`config.mk`:
```
export PLATFORM = sky130hd
export DESIGN_NAME = serial_full_subtractor_flat
export DESIGN_NICKNAME = d
export VERILOG_FILES = /design/src/rtl/serial_full_subtractor_if.sv /design/src/rtl/serial_full_subtractor.sv /design/src/flat_wrapper.sv
export SDC_FILE = /design/constraint.sdc
export NUM_CORES = 1
export LEC_CHECK = 0
export CAP_MARGIN = 20
export CORE_MARGIN = 4
export CORE_UTILIZATION = 51
export DETAILED_ROUTE_END_ITERATION = 10
export PLACE_DENSITY = 0.82
export SLEW_MARGIN = 20
export SYNTH_ARGS = -nofsm -noshare
export SYNTH_HDL_FRONTEND = slang
export SYNTH_SLANG_ARGS = --single-unit
```
`constraint.sdc`:
```
create_clock -name clk -period 1.6 [get_ports clk]
set_input_delay 0.24 -clock clk [delete_from_list [all_inputs] [get_ports clk]]
set_output_delay 0.24 -clock clk [all_outputs]
set_load 0.05 [all_outputs]
```
`src/rtl/serial_full_subtractor_if.sv`:
```
// Operand/result bundle for the bit-serial subtractor.
// The requester drives the operands and start pulse; the subtractor returns
// status and the registered result.
interface serial_full_subtractor_if #(
  parameter int unsigned WIDTH = 8
);
  logic             start;
  logic [WIDTH-1:0] a;
  logic [WIDTH-1:0] b;
  logic             b_in;
  logic             busy;
  logic             done;
  logic [WIDTH-1:0] diff;
  logic             b_out;

  modport master (
    output start, a, b, b_in,
    input  busy, done, diff, b_out
  );

  modport slave (
    input  start, a, b, b_in,
    output busy, done, diff, b_out
  );
endinterface

```
`src/rtl/serial_full_subtractor.sv`:
```
// Bit-serial subtractor: diff = a - b - b_in, one bit per cycle, LSB first.
// A single full-subtractor cell plus a borrow flop walk the operands over
// WIDTH cycles. The result registers change only on entering DONE, so the
// previous answer stays visible while the next operation shifts.
module serial_full_subtractor #(
  parameter int unsigned WIDTH = 8
) (
  input  logic                     clk,
  input  logic                     rst,
  serial_full_subtractor_if.slave  bus
);

  // A counter of at least one bit keeps WIDTH=1 legal.
  localparam int unsigned CW = (WIDTH > 1) ? $clog2(WIDTH) : 1;

  typedef enum logic [1:0] {
    IDLE,
    SHIFT,
    DONE
  } state_t;

  state_t           state;
  logic [WIDTH-1:0] ra;
  logic [WIDTH-1:0] rb;
  logic [WIDTH-1:0] dsr;
  logic             br;
  logic [CW-1:0]    count;

  logic             busy_q;
  logic             done_q;
  logic [WIDTH-1:0] diff_q;
  logic             bout_q;

  logic             x;
  logic             y;
  logic             d;
  logic             br_nxt;
  logic [WIDTH-1:0] dsr_nxt;
  logic [WIDTH-1:0] ra_nxt;
  logic [WIDTH-1:0] rb_nxt;
  logic             last;

  // Full-subtractor cell on the current LSBs, plus next-state of the shifters
  always_comb begin
    x      = ra[0];
    y      = rb[0];
    d      = x ^ y ^ br;
    br_nxt = (~x & y) | (~(x ^ y) & br);
    // Written as shift-then-insert so a one-bit width needs no special slice.
    dsr_nxt            = dsr >> 1;
    dsr_nxt[WIDTH-1]   = d;
    ra_nxt             = ra >> 1;
    rb_nxt             = rb >> 1;
    last               = (count == CW'(WIDTH - 1));
  end

  // Control FSM with registered status and result outputs
  always_ff @(posedge clk) begin
    if (rst) begin
      state  <= IDLE;
      busy_q <= 1'b0;
      done_q <= 1'b0;
      diff_q <= '0;
      bout_q <= 1'b0;
      ra     <= '0;
      rb     <= '0;
      dsr    <= '0;
      br     <= 1'b0;
      count  <= '0;
    end else begin
      case (state)
        IDLE: begin
          if (bus.start) begin
            ra     <= bus.a;
            rb     <= bus.b;
            br     <= bus.b_in;
            count  <= '0;
            dsr    <= '0;
            busy_q <= 1'b1;
            state  <= SHIFT;
          end
        end
        SHIFT: begin
          dsr   <= dsr_nxt;
          ra    <= ra_nxt;
          rb    <= rb_nxt;
          br    <= br_nxt;
          count <= count + 1'b1;
          if (last) begin
            diff_q <= dsr_nxt;
            bout_q <= br_nxt;
            done_q <= 1'b1;
            state  <= DONE;
          end
        end
        DONE: begin
          done_q <= 1'b0;
          busy_q <= 1'b0;
          state  <= IDLE;
        end
        default: begin
          state <= IDLE;
        end
      endcase
    end
  end

  assign bus.busy  = busy_q;
  assign bus.done  = done_q;
  assign bus.diff  = diff_q;
  assign bus.b_out = bout_q;

endmodule

```
`src/flat_wrapper.sv`:
```
// flat-port wrapper written by rule: the top's interface ports become plain ports
module serial_full_subtractor_flat 
#(
  parameter int unsigned WIDTH = 8
)
  (clk, rst, bus_start, bus_a, bus_b, bus_b_in, bus_busy, bus_done, bus_diff, bus_b_out);
  serial_full_subtractor_if #(.WIDTH(WIDTH)) bus_i ();
  input  logic clk;
  input  logic rst;
  input wire logic [$bits(bus_i.start)-1:0] bus_start;
  input wire logic [$bits(bus_i.a)-1:0] bus_a;
  input wire logic [$bits(bus_i.b)-1:0] bus_b;
  input wire logic [$bits(bus_i.b_in)-1:0] bus_b_in;
  output wire logic [$bits(bus_i.busy)-1:0] bus_busy;
  output wire logic [$bits(bus_i.done)-1:0] bus_done;
  output wire logic [$bits(bus_i.diff)-1:0] bus_diff;
  output wire logic [$bits(bus_i.b_out)-1:0] bus_b_out;
  assign bus_i.start = bus_start;
  assign bus_i.a = bus_a;
  assign bus_i.b = bus_b;
  assign bus_i.b_in = bus_b_in;
  assign bus_busy = bus_i.busy;
  assign bus_done = bus_i.done;
  assign bus_diff = bus_i.diff;
  assign bus_b_out = bus_i.b_out;
  serial_full_subtractor #(.WIDTH(WIDTH)) u_core (.clk(clk), .rst(rst), .bus(bus_i));
endmodule
```
# Yosys cells after proc, flatten, opt, wreduce, memory -nomap -nowiden
# Index checks and enable logic that the tools add are counted.
word_totals:
  ff_bits: 41
  inputBits: 20
  out_inout_bits: 11
  word_cells: 49
op_classes:
  add_sub_neg: 1
  n_eq_ne: 5
  n_mux: 17
  bitwise: 7
  reduce_logical: 9
op_table:
  columns: ["cell", "n"]
  rows:
  - ["case mux 8 bit (2 select lines)", 3]
  - ["2-to-1 mux 8 bit", 3]
  - ["AND reduction 2 bit", 5]
  - ["case mux 1 bit (2 select lines)", 3]
  - ["case mux 3 bit (2 select lines)", 1]
  - ["nonzero test 2 bit", 3]
  - ["2-to-1 mux 2 bit", 2]
  - ["case mux 2 bit (2 select lines)", 1]
  - ["adder 3 x 1 -> 3 bit, second input constant", 1]
  - ["equality test 3 bit, second input constant", 1]
  - ["2-to-1 mux 1 bit", 3]
  - ["2-to-1 mux 3 bit", 1]
  - ["AND 1 bit", 2]
  - ["equality test 2 x 1 -> 1 bit, second input constant", 1]
  - ["equality test 2 bit, second input constant", 1]
  - ["logical NOT 2 bit", 1]
  - ["inequality test 2 x 1 -> 1 bit, second input constant", 1]
  - ["inequality test 2 bit, second input constant", 1]
  - ["inverter 1 bit", 2]
  - ["XOR 1 bit", 2]
  - ["bitwise OR 1 bit", 1]

# Depth between registers and ports, before layout
logic_depth:
  ltp_word: 5
  mapped_depth: 6
  depth_no_buf: 5

# Least setup slack after synthesis
# No wires, ideal clock.
synth_timing:
  kind: "reg2reg"
  start: "reg u_core.count[0]"
  end: "reg u_core.bout_q, in the netlist u_core.bus.b_out"
  setup_ns: 0.086
  arrival_time_ns: 1.186
  t_required_ns: 1.514
  path_slack_ns: 0.328
  path_stages_with_launch: 6
  n_path_buf: 1
  period_less_slack_ns: 1.272
  path_cell_list: "dfxtp_1 ha_1 ha_1 and3b_1 buf_2 a211oi_1"
synth_between:
  elab_chain_len: 2
synth_rtl:
  columns: ["item", "line", "rtl"]
  rows:
  - ["start, declared", "serial_full_subtractor.sv:27", "logic [CW-1:0] count;"]
  - ["start signal, assigned", "serial_full_subtractor.sv:88", "count <= count + 1'b1;"]
  - ["equality test 3 bit", "serial_full_subtractor.sv:54", "last = (count == CW'(WIDTH - 1));"]
  - ["AND reduction 2 bit (no source line)", null, null]
  - ["end signal, assigned", "serial_full_subtractor.sv:91", "bout_q <= br_nxt;"]
  - ["end, declared", "serial_full_subtractor.sv:32", "logic bout_q;"]
# No other way between the ends.
# A chain may end at the register's enable or synchronous reset.

# Worst setup path after layout
# Ends and elaborated chain as after synthesis.

==> parameters.txt <==
Parameter                              Value

Clocking
  Reg clk slew, reported paths    0.11 ns
  Root Buffer    clkbuf_4
  Sink count of the clock tree    40
  Number of buffers inserted for hold repair after clock tree synthesis    0
  Clock buffer count from CTS    5
  TritonCTS clock tree    done
  Insertion delay to the later sink of the worst-skew pair    0.34 ns
  Number of levels the H-tree was split into    2
  Clock Path Buffers    2

Global route
  Via count of the first global-routing pass    1321
  Pin count of the biggest net entering global routing    34
  First-pass GRT wire length    5600 µm
  Sum of overflow across all layers after global routing    0
  Antenna violations before repair    0
  Total global-route track usage    16.6%

Logic synthesis
  Yosys warns    0
  Area share of the largest cell type after synthesis    46.8%
  Number of synthesized flops with an enable pin    0
  Cells after Synth    174
  Complex-gate fraction of the synthesized area    21.3%
  Combinational family with the most area after synthesis    compound AO/OA/AOI/OAI gates
  Top post-synthesis cells by area    dfxtp_1, a211oi_2, mux2i_1, nor2_1, a22oi_1
  Post-synthesis net count    197
  Fraction of synthesized cell area in xor and xnor cells    0%
  Synth async-reset ratio    0%
  Post-Synth Simple-Gate Area    13.3%
  Number of synthesized register bits    40
  Post-synthesis cell type with the largest combined area    dfxtp_1
  Adder-Cell Fraction of Synth Area    2.63%
  Netlist area before placement    0.00171 mm²
  Sequential cell area fraction in the yosys report    46.8%
  Mean instance size in the synthesized netlist    9.84 µm²
  Multiplexer fraction of the synthesized cell area    9.36%
  Most used standard cell by instance count after synthesis    dfxtp_1
  Most frequently used flop master after synthesis    dfxtp_1
  Top cell types by occurrence after synthesis    dfxtp_1, nor2_1, nand2_1
  Number of distinct standard cells referenced by the synthesized netlist    27

Timing
  Highest attainable clock frequency    678 MHz
  Number of hold violations in the final report    0
  Max Transition Viols Final    0
  Unrepaired setup endpoints after global routing    no
  Final cycle utilization of the critical path    92.2%
  Smallest hold slack    0.462 ns
  Final Critical Period    1.47 ns
  Setup Viol. Count Final    0
  Setup clock skew after layout    0.00813 ns
  Transition time at the pin with the least slew margin    0.475 ns
  Slew headroom    68.3%

Route
  Initial drt markers    47
  Residual DRC count    0
  WL final    3250 µm
  Drt first pass iters    4
  Number of nets with antenna violations after routing    0
  Average routed wire per standard cell    13.0 µm
  Routed vias/inst    5.34
  Number of vias in the routed layout    1335

Cells and area
  Number of nets in the final layout    229
  P&R area growth vs syn    21.7%
  Number of filler instances in the final layout    251
  Share of post-route cells with drive strength above 1    21.8%
  # diodes    0

Run
  MaxCap Viol Count    0

Floorplan
  Core box area    0.00313 mm²
  Die Span Y    65.9 µm
  Core Rows    20
  Area of the die    0.00435 mm²
  I/O pin cnt    31
  Effective utilization at floorplan    54.7%
  Die outline width    65.9 µm

Status
  Outcome    complete, no violations

Critical path
  Data arrival time of the worst path    1.73 ns
  Number of cell instances on the worst register-to-register path    5
  Kind of launch point of the worst setup path    flip-flop
  Worst setup EP type    flip-flop
  Start point of the critical path    u_core.count[0]
  Critical register-to-register path startpoint    u_core.count[0]
  Largest driver fanout on the critical path    10
  Startpoint-to-endpoint class of the critical path    flip-flop to flip-flop
  CP Data Required Time    1.86 ns

Worst hold path
  Hold Crit Class    flip-flop to flip-flop
  Cell depth of the worst min-delay path    2
  Start point of the worst hold path    u_core.bus.diff[1]

Placed design
  Global placement routability congestion    0.763
  Detailed placer's ending HPWL    2350 µm
  Port-buffer cells    30

Pwr
  Power per standard cell area    884 mW/mm²
  Total power    0.00184 W
  IR Drop Worst-Case VDD    0.568 mV
  Leak pwr    0.801 nW
-- per-stage QoR --
step                      TNS [ns]  cell area (µm²)  setup slack [ns]  util [%]  cells
final                            0             2080             0.125      66.6    250
after global routing             0             2080            0.0242      66.6    250
after CTS                        0             2080            0.0541      66.5    250
after detailed placement     -1.53             2030            -0.187      65.0    243
after global placement      -0.424             2030           -0.0509      65.0    243
after floorplan                  0             1710             0.328         -    174
-- state kept, by name, indices dropped and copies added (netlist names) --
signal and flops:
u_core.state 2, u_core.dsr 7, u_core.rb 8, u_core.count 3, u_core.ra 8, u_core.bus.b_out 1
u_core.bus.diff 8, u_core.br 1, u_core.bus.busy 1, u_core.bus.done 1
-- repair_timing --
action,in CTS,in global routing
setup endpoints to repair,0,10
setup buffers,0,0
gates resized for setup,0,1
-- layer usage --
metal  vias to the layer above  wire (µm)  track usage, %  share of wire (%)
met5                         -          0               0                  0
met4                         0         50            6.09                1.5
met3                         7        159            3.74                4.9
met2                        28       1610            28.7                 49
met1                       630       1440            20.0                 44
li1                        670          -               -                  -
-- cell usage in the layout, fill, tap and decap left out --
cell / n
a211oi_1: 1
nand2b_1: 2
ha_1: 2
buf_4: 17
nor2b_1: 2
a32oi_1: 2
mux2i_1: 16
o21ai_0: 3
a22oi_1: 9
a211oi_2: 13
dfxtp_1: 40
fa_1: 1
nand3b_1: 1
inv_1: 6
and3b_1: 1
o21bai_2: 1
a21oi_1: 13
clkbuf_4: 5
clkdlybuf4s50_1: 19
nor3_1: 1
clkinv_2: 1
o221a_2: 1
o21ba_1: 1
nor2_1: 23
nor2_2: 5
buf_12: 2
nand2_1: 17
clkbuf_1: 1
-- critical path, stage by stage, from the launching register on --
cell and delay [ns]:
dfxtp_1 0.37, ha_1 0.16, ha_1 0.17, and3b_1 0.40, nor2_1 0.07, a211oi_1 0.21
-- cells by family after synthesis --
kind of cell,Yosys count
simple gates,52
compound gates,44
flops,40
buf+inv,19
mux,16
fa+ha+maj,3
-- area by class of cell --
type | instances | area [µm²] | area share [%]
sequential | 40 | 801 | 38.4
multi-input combinational | 115 | 801 | 38.4
timing repair buffer | 38 | 358 | 17.2
tap | 44 | 55.1 | 2.64
clock buffer | 6 | 41.3 | 1.98
inverter | 6 | 22.5 | 1.08
clock inverter | 1 | 5.00 | 0.240
-- final timing paths --
kind                             end  slack (ns)
setup / recovery    u_core.bus.b_out        0.13
hold / removal    u_core.bus.diff[1]        0.46
setup reg to reg    u_core.bus.b_out        0.13
hold reg to reg   u_core.bus.diff[1]        0.46
-- power by group --
part           total [W]  switching (W)  internal, W
clock network   0.000464       0.000302     0.000162
registers        0.00108      0.0000353      0.00104
logic           0.000299       0.000145     0.000154
total            0.00184       0.000482      0.00136
Power figures use the tool's default switching activity.
==> variant 1 (same flow settings) <==
The 3 states of `state_t` get a one-hot encoding in 3 bits.
--- a/src/rtl/serial_full_subtractor.sv
+++ b/src/rtl/serial_full_subtractor.sv
@@ -15,6 +15,6 @@
 
-  typedef enum logic [1:0] {
-    IDLE,
-    SHIFT,
-    DONE
+  typedef enum logic [2:0] {
+    IDLE  = 3'b001,
+    SHIFT = 3'b010,
+    DONE  = 3'b100
   } state_t;
Formal check against the unedited RTL: same outputs for any inputs over 10 cycles, from zero or initial values and one cycle with rst high; not proved beyond that.
==> variant 1 against the original RTL <==
Final cell count up 6.4%. Sequential cell count up 1. Total power up 14%. Worst setup slack worse by 42 ps. Count of clock-buffer cells in the layout up 1. Design area up 4.5%. Wire length up 21%. Die area up 1.9%. Synthesized area up 2.1%. Critical path type unchanged.
==> variant 1: results (changes against the original RTL) <==
\begin{tabular}{lr}
\hline
Metric & Value \\
\hline
\multicolumn{2}{l}{\textbf{Status}} \\
\quad Status & finished, final reports clean \\
\multicolumn{2}{l}{\textbf{Route}} \\
\quad Routed wire length per instance & 14.76 µm (+13\%) \\
\multicolumn{2}{l}{\textbf{Power}} \\
\quad Leakage power & 0.7921 nW (-1.1\%) \\
\quad Sw Share & 23.75\% (-2.4 points) \\
\quad Total Power Consumption & 2.099 mW (+14\%) \\
\quad Combinational Power Share & 14.2\% (-2.0 points) \\
\multicolumn{2}{l}{\textbf{Yosys}} \\
\quad Sequential share of the synthesized area & 46.96\% (+0.17 points) \\
\quad Largest cells by area after synthesis & sky130\_fd\_sc\_hd\_\_dfxtp\_1 47\%, sky130\_fd\_sc\_hd\_\_o32ai\_1 6.5\%, sky130\_fd\_sc\_hd\_\_nand2\_1 5.6\%, sky130\_fd\_sc\_hd\_\_a211oi\_1 5.2\%, sky130\_fd\_sc\_hd\_\_a21oi\_1 4.0\% \\
\quad Ranking of synthesized cells by instance count & 41 x sky130\_fd\_sc\_hd\_\_dfxtp\_1, 26 x sky130\_fd\_sc\_hd\_\_nand2\_1, 14 x sky130\_fd\_sc\_hd\_\_a21oi\_1 \\
\quad Post-synth cell types & 39 (+44\%) \\
\multicolumn{2}{l}{\textbf{Worst setup path}} \\
\quad Arrival time worst endpoint & 1790 ps (+60 ps) \\
\quad CP max FO & 12 (+2) \\
\quad Crit path max-delay cell type & sky130\_fd\_sc\_hd\_\_dfxtp\_1 \\
\quad Max stage delay on crit path & 520 ps (+120 ps) \\
\quad Crit path to & u\_core.ra[6]\$\_SDFFE\_PP0P\_ \\
\multicolumn{2}{l}{\textbf{Place}} \\
\quad Final weighted congestion of routability-driven global placement & 0.8065 (+5.7\%) \\
\quad Cell area reported after detailed placement & 2088 µm² (+2.7\%) \\
\multicolumn{2}{l}{\textbf{Global routing}} \\
\quad Vias in the first global route & 1472 (+11\%) \\
\quad Wire length of the first global-routing pass & 6603 µm (+18\%) \\
\quad Maximum number of pins on one net before global-route repair & 18 (-47\%) \\
\multicolumn{2}{l}{\textbf{Worst hold path}} \\
\quad Worst Hold Endpoint & u\_core.rb[7]\$\_SDFFE\_PP0P\_ \\
\quad Class of the most critical hold timing path & in2reg \\
\quad Hold path start & bus\_b[7] \\
\multicolumn{2}{l}{\textbf{Timing}} \\
\quad Measured slew at the worst slew-check pin & 379.6 ps (-95.65 ps) \\
\quad Worst-case clock skew & 15.89 ps (+7.764 ps) \\
\multicolumn{2}{l}{\textbf{Final layout}} \\
\quad Fraction of layout instances using a drive strength above 1 & 17.12\% (-4.7 points) \\
\quad Number of fillers in the final layout & 260 (+3.6\%) \\
\quad Number of nets in the final layout & 244 (+6.6\%) \\
\hline
\end{tabular}
variant 1: cell types whose count changed in the layout (fill, tap and decap cells not counted), sizes merged, moves of 5 or more:
| cell | before | now |
|---|---|---|
| nor2 | 28 | 8 |
| o22ai | 0 | 6 |
| mux2i | 16 | 0 |
| o32ai | 0 | 13 |
| nor3 | 1 | 13 |
| nand3 | 0 | 5 |
| a22oi | 9 | 0 |
| nand2 | 17 | 27 |
variant 1: what timing repair did:
item / in CTS / in global routing
gates resized for setup: 0 / 2
endpoints found under the setup margin: 0 / 11
setup buffers: 0 / 0
variant 1: metrics by stage:
step | instances | util (%)
2_1_floorplan | 189 | -
3_3_place_gp | 258 | 66.23
3_5_place_dp | 258 | 66.23
4_1_cts | 266 | 68.93
5_1_grt | 266 | 69.05
6_report | 266 | 69.05
variant 1: final cells by class:
class / instances / area [µm²] / share of cell area (%)
repair buffers: 42 / 379.1 / 17.41
clock inverters: 1 / 30.03 / 1.379
clock buffers: 7 / 55.05 / 2.529
inverters: 5 / 18.77 / 0.8621
well taps: 44 / 55.05 / 2.529
flip-flops and latches: 41 / 820.8 / 37.70
multi-input cells: 126 / 818.3 / 37.59
variant 1: logic make-up after synthesis:
kind of cell,synth area share [%]
and+or+nand+nor,20.62
DFF,46.96
AOI/OAI and AO/OA,23.62
buffers and inverters,6.227
adders and majority gates,2.577
variant 1: critical path: cells and delay by family, from the launching register on:
kind	cells	cell delay, ps
AO/OA/AOI/OAI	1	210
flip-flops	1	520
AND/OR/NAND/NOR	2	710
variant 1: layer usage:
layer / wire length (µm) / part of all wire (%) / vias to the layer above / global-route usage [%]
met5: 0 / 0 / - / 0
met4: 54 / 1.4 / 0 / 6.091
met3: 221 / 5.6 / 8 / 4.890
met2: 1840 / 47 / 54 / 31.19
met1: 1810 / 46 / 702 / 25.50
li1: - / - / 766 / -
==> variant 2 (same flow settings) <==
Made on the original files. `WIDTH` is set to 8 in 3 places; all go to 16.
--- a/src/rtl/serial_full_subtractor_if.sv
+++ b/src/rtl/serial_full_subtractor_if.sv
@@ -4,3 +4,3 @@
 interface serial_full_subtractor_if #(
-  parameter int unsigned WIDTH = 8
+  parameter int unsigned WIDTH = 16
 );
--- a/src/rtl/serial_full_subtractor.sv
+++ b/src/rtl/serial_full_subtractor.sv
@@ -5,3 +5,3 @@
 module serial_full_subtractor #(
-  parameter int unsigned WIDTH = 8
+  parameter int unsigned WIDTH = 16
 ) (
--- a/src/flat_wrapper.sv
+++ b/src/flat_wrapper.sv
@@ -3,3 +3,3 @@
 #(
-  parameter int unsigned WIDTH = 8
+  parameter int unsigned WIDTH = 16
 )
Interface: changed (resized bus_a, bus_b and bus_diff); port bits go from 31 to 55. No check against the original RTL was run, so the function may have changed too.
==> variant 2 against the original RTL <==
Synthesized area rose by 95%. Worst setup slack improved by 37 ps. Count of clock-buffer cells in the layout rose by 5. Design area rose by 97%. Total power rose by 120%. Wire length rose by 100%. Worst hold slack got worse by 240 ps. Sequential cell count rose by 33. Clock skew rose by 2.5 ps. Critical path depth fell by 1. Combinational power rose by 89%. Critical path type unchanged. Largest power group unchanged. Highest routed layer unchanged.
==> variant 2: results (changes against the original RTL) <==
\begin{tabular}{lr}
\hline
Metric & Value \\
\hline
\multicolumn{2}{l}{\textbf{Yosys}} \\
\quad Proportion of synthesized area in mux cells & 5.143\% (-4.2 points) \\
\quad Largest cells by area after synthesis & sky130\_fd\_sc\_hd\_\_dfxtp\_1 44\%, sky130\_fd\_sc\_hd\_\_nor2\_1 7.9\%, sky130\_fd\_sc\_hd\_\_nor4\_2 7.9\%, sky130\_fd\_sc\_hd\_\_nand2b\_1 6.4\%, sky130\_fd\_sc\_hd\_\_mux2i\_1 4.8\% \\
\quad Compound-gate portion of the synthesized area & 6.607\% (-15 points) \\
\quad Post-Synthesis Cells & 362 (+110\%) \\
\quad Ranking of synthesized cells by instance count & 73 x sky130\_fd\_sc\_hd\_\_dfxtp\_1, 70 x sky130\_fd\_sc\_hd\_\_nor2\_1, 34 x sky130\_fd\_sc\_hd\_\_nand2b\_1 \\
\multicolumn{2}{l}{\textbf{Clock network}} \\
\quad Worst-path clk slew & 70 ps (-40 ps) \\
\quad \# H-tree levels & 3 (+1) \\
\multicolumn{2}{l}{\textbf{Power}} \\
\quad Relative contribution of the clock network to total power & 38.6\% (+13 points) \\
\quad Leakage power & 1.552 nW (+94\%) \\
\quad Worst VDD drop & 644.6 µV (+14\%) \\
\quad Total Power Consumption & 4.109 mW (+120\%) \\
\quad Combinational Power Share & 13.7\% (-2.5 points) \\
\multicolumn{2}{l}{\textbf{Timing}} \\
\quad Post-Route Hold Slack & 225.4 ps (-236.3 ps) \\
\quad Worst-case clock skew & 10.63 ps (+2.499 ps) \\
\quad Normalized max-slew margin & 74.66\% (+6.4 points) \\
\quad Maximum clock rate & 0.6954 GHz (+2.6\%) \\
\multicolumn{2}{l}{\textbf{Worst setup path}} \\
\quad Max stage delay on crit path & 370 ps (-30 ps) \\
\quad Endpoint of the lowest-slack register-to-register path & u\_core.bus.diff[11]\$\_SDFFE\_PP0P\_ \\
\quad Reg2Reg Depth & 4 (-1) \\
\multicolumn{2}{l}{\textbf{Place}} \\
\quad Placed cells & 480 (+98\%) \\
\quad Port bufs & 54 (+80\%) \\
\quad Dpl ws & -175.7 ps (+11.76 ps) \\
\multicolumn{2}{l}{\textbf{Global routing}} \\
\quad Global Route met3 Usage & 2.980\% (-0.76 points) \\
\quad Maximum number of pins on one net before global-route repair & 50 (+47\%) \\
\quad Wire length of the first global-routing pass & 11310 µm (+100\%) \\
\multicolumn{2}{l}{\textbf{Final layout}} \\
\quad Number of nets in the final layout & 452 (+97\%) \\
\quad Count of placed standard cells in the final layout, fillers left out & 496 (+98\%) \\
\multicolumn{2}{l}{\textbf{Worst hold path}} \\
\quad Hold path start & rst \\
\quad Worst Hold Endpoint & u\_core.dsr[5]\$\_SDFFE\_PP0P\_ \\
\multicolumn{2}{l}{\textbf{Status}} \\
\quad Status & finished, final reports clean \\
\hline
\end{tabular}
[variant 2: cell types whose count changed after synthesis, sizes merged, moves of 4 or more]
cell / unedited run / this run
buf: 10 / 21
clkbuf: 3 / 7
a22oi: 9 / 0
nand3: 0 / 20
a211oi: 14 / 5
a21oi: 13 / 24
nor4: 0 / 27
nor2: 28 / 92
nand2b: 2 / 34
dfxtp: 40 / 73
[variant 2: how the worst max path moves through the flow]
| stage | from | depth (start not counted) | end |
|---|---|---|---|
| after global placement | bus_start | 5 | u_core.ra[4]$_SDFFE_PP0P_ |
| after global routing | u_core.count[1]$_SDFFE_PP0P_ | 4 | u_core.bus.diff[2]$_SDFFE_PP0P_ |
| final | u_core.count[0]$_SDFFE_PP0P_ | 4 | u_core.bus.diff[11]$_SDFFE_PP0P_ |
| after floorplan | u_core.state[1]$_SDFFE_PP0P_ | 5 | u_core.rb[10]$_SDFFE_PP0P_ |
| after CTS | u_core.count[0]$_SDFFE_PP0P_ | 4 | u_core.bus.diff[2]$_SDFFE_PP0P_ |
| after detailed placement | bus_start | 5 | u_core.ra[1]$_SDFFE_PP0P_ |
[variant 2: per-layer routing]
layer | routed length [µm] | part of all wire, %
met5 | 0 | 0
met3 | 268 | 4.1
met1 | 2977 | 45
met4 | 136 | 2.1
met2 | 3223 | 49
[variant 2: area by class of cell]
type,instances,area [µm²]
inverters,4,15.01
repair buffers,69,650.6
fillers,511,2247
well taps,77,96.34
clock buffers,11,141.4
clock inverters,5,78.83
multi-input cells,257,1659
flip-flops and latches,73,1461
[variant 2: kinds of logic after synthesis]
| family | count (synthesis) |
|---|---|
| multiplexers | 17 |
| AND/OR/NAND/NOR | 202 |
| buffers and inverters | 32 |
| adder cells (fa/ha/maj) | 2 |
| flip-flops | 73 |
| AO/OA/AOI/OAI | 36 |
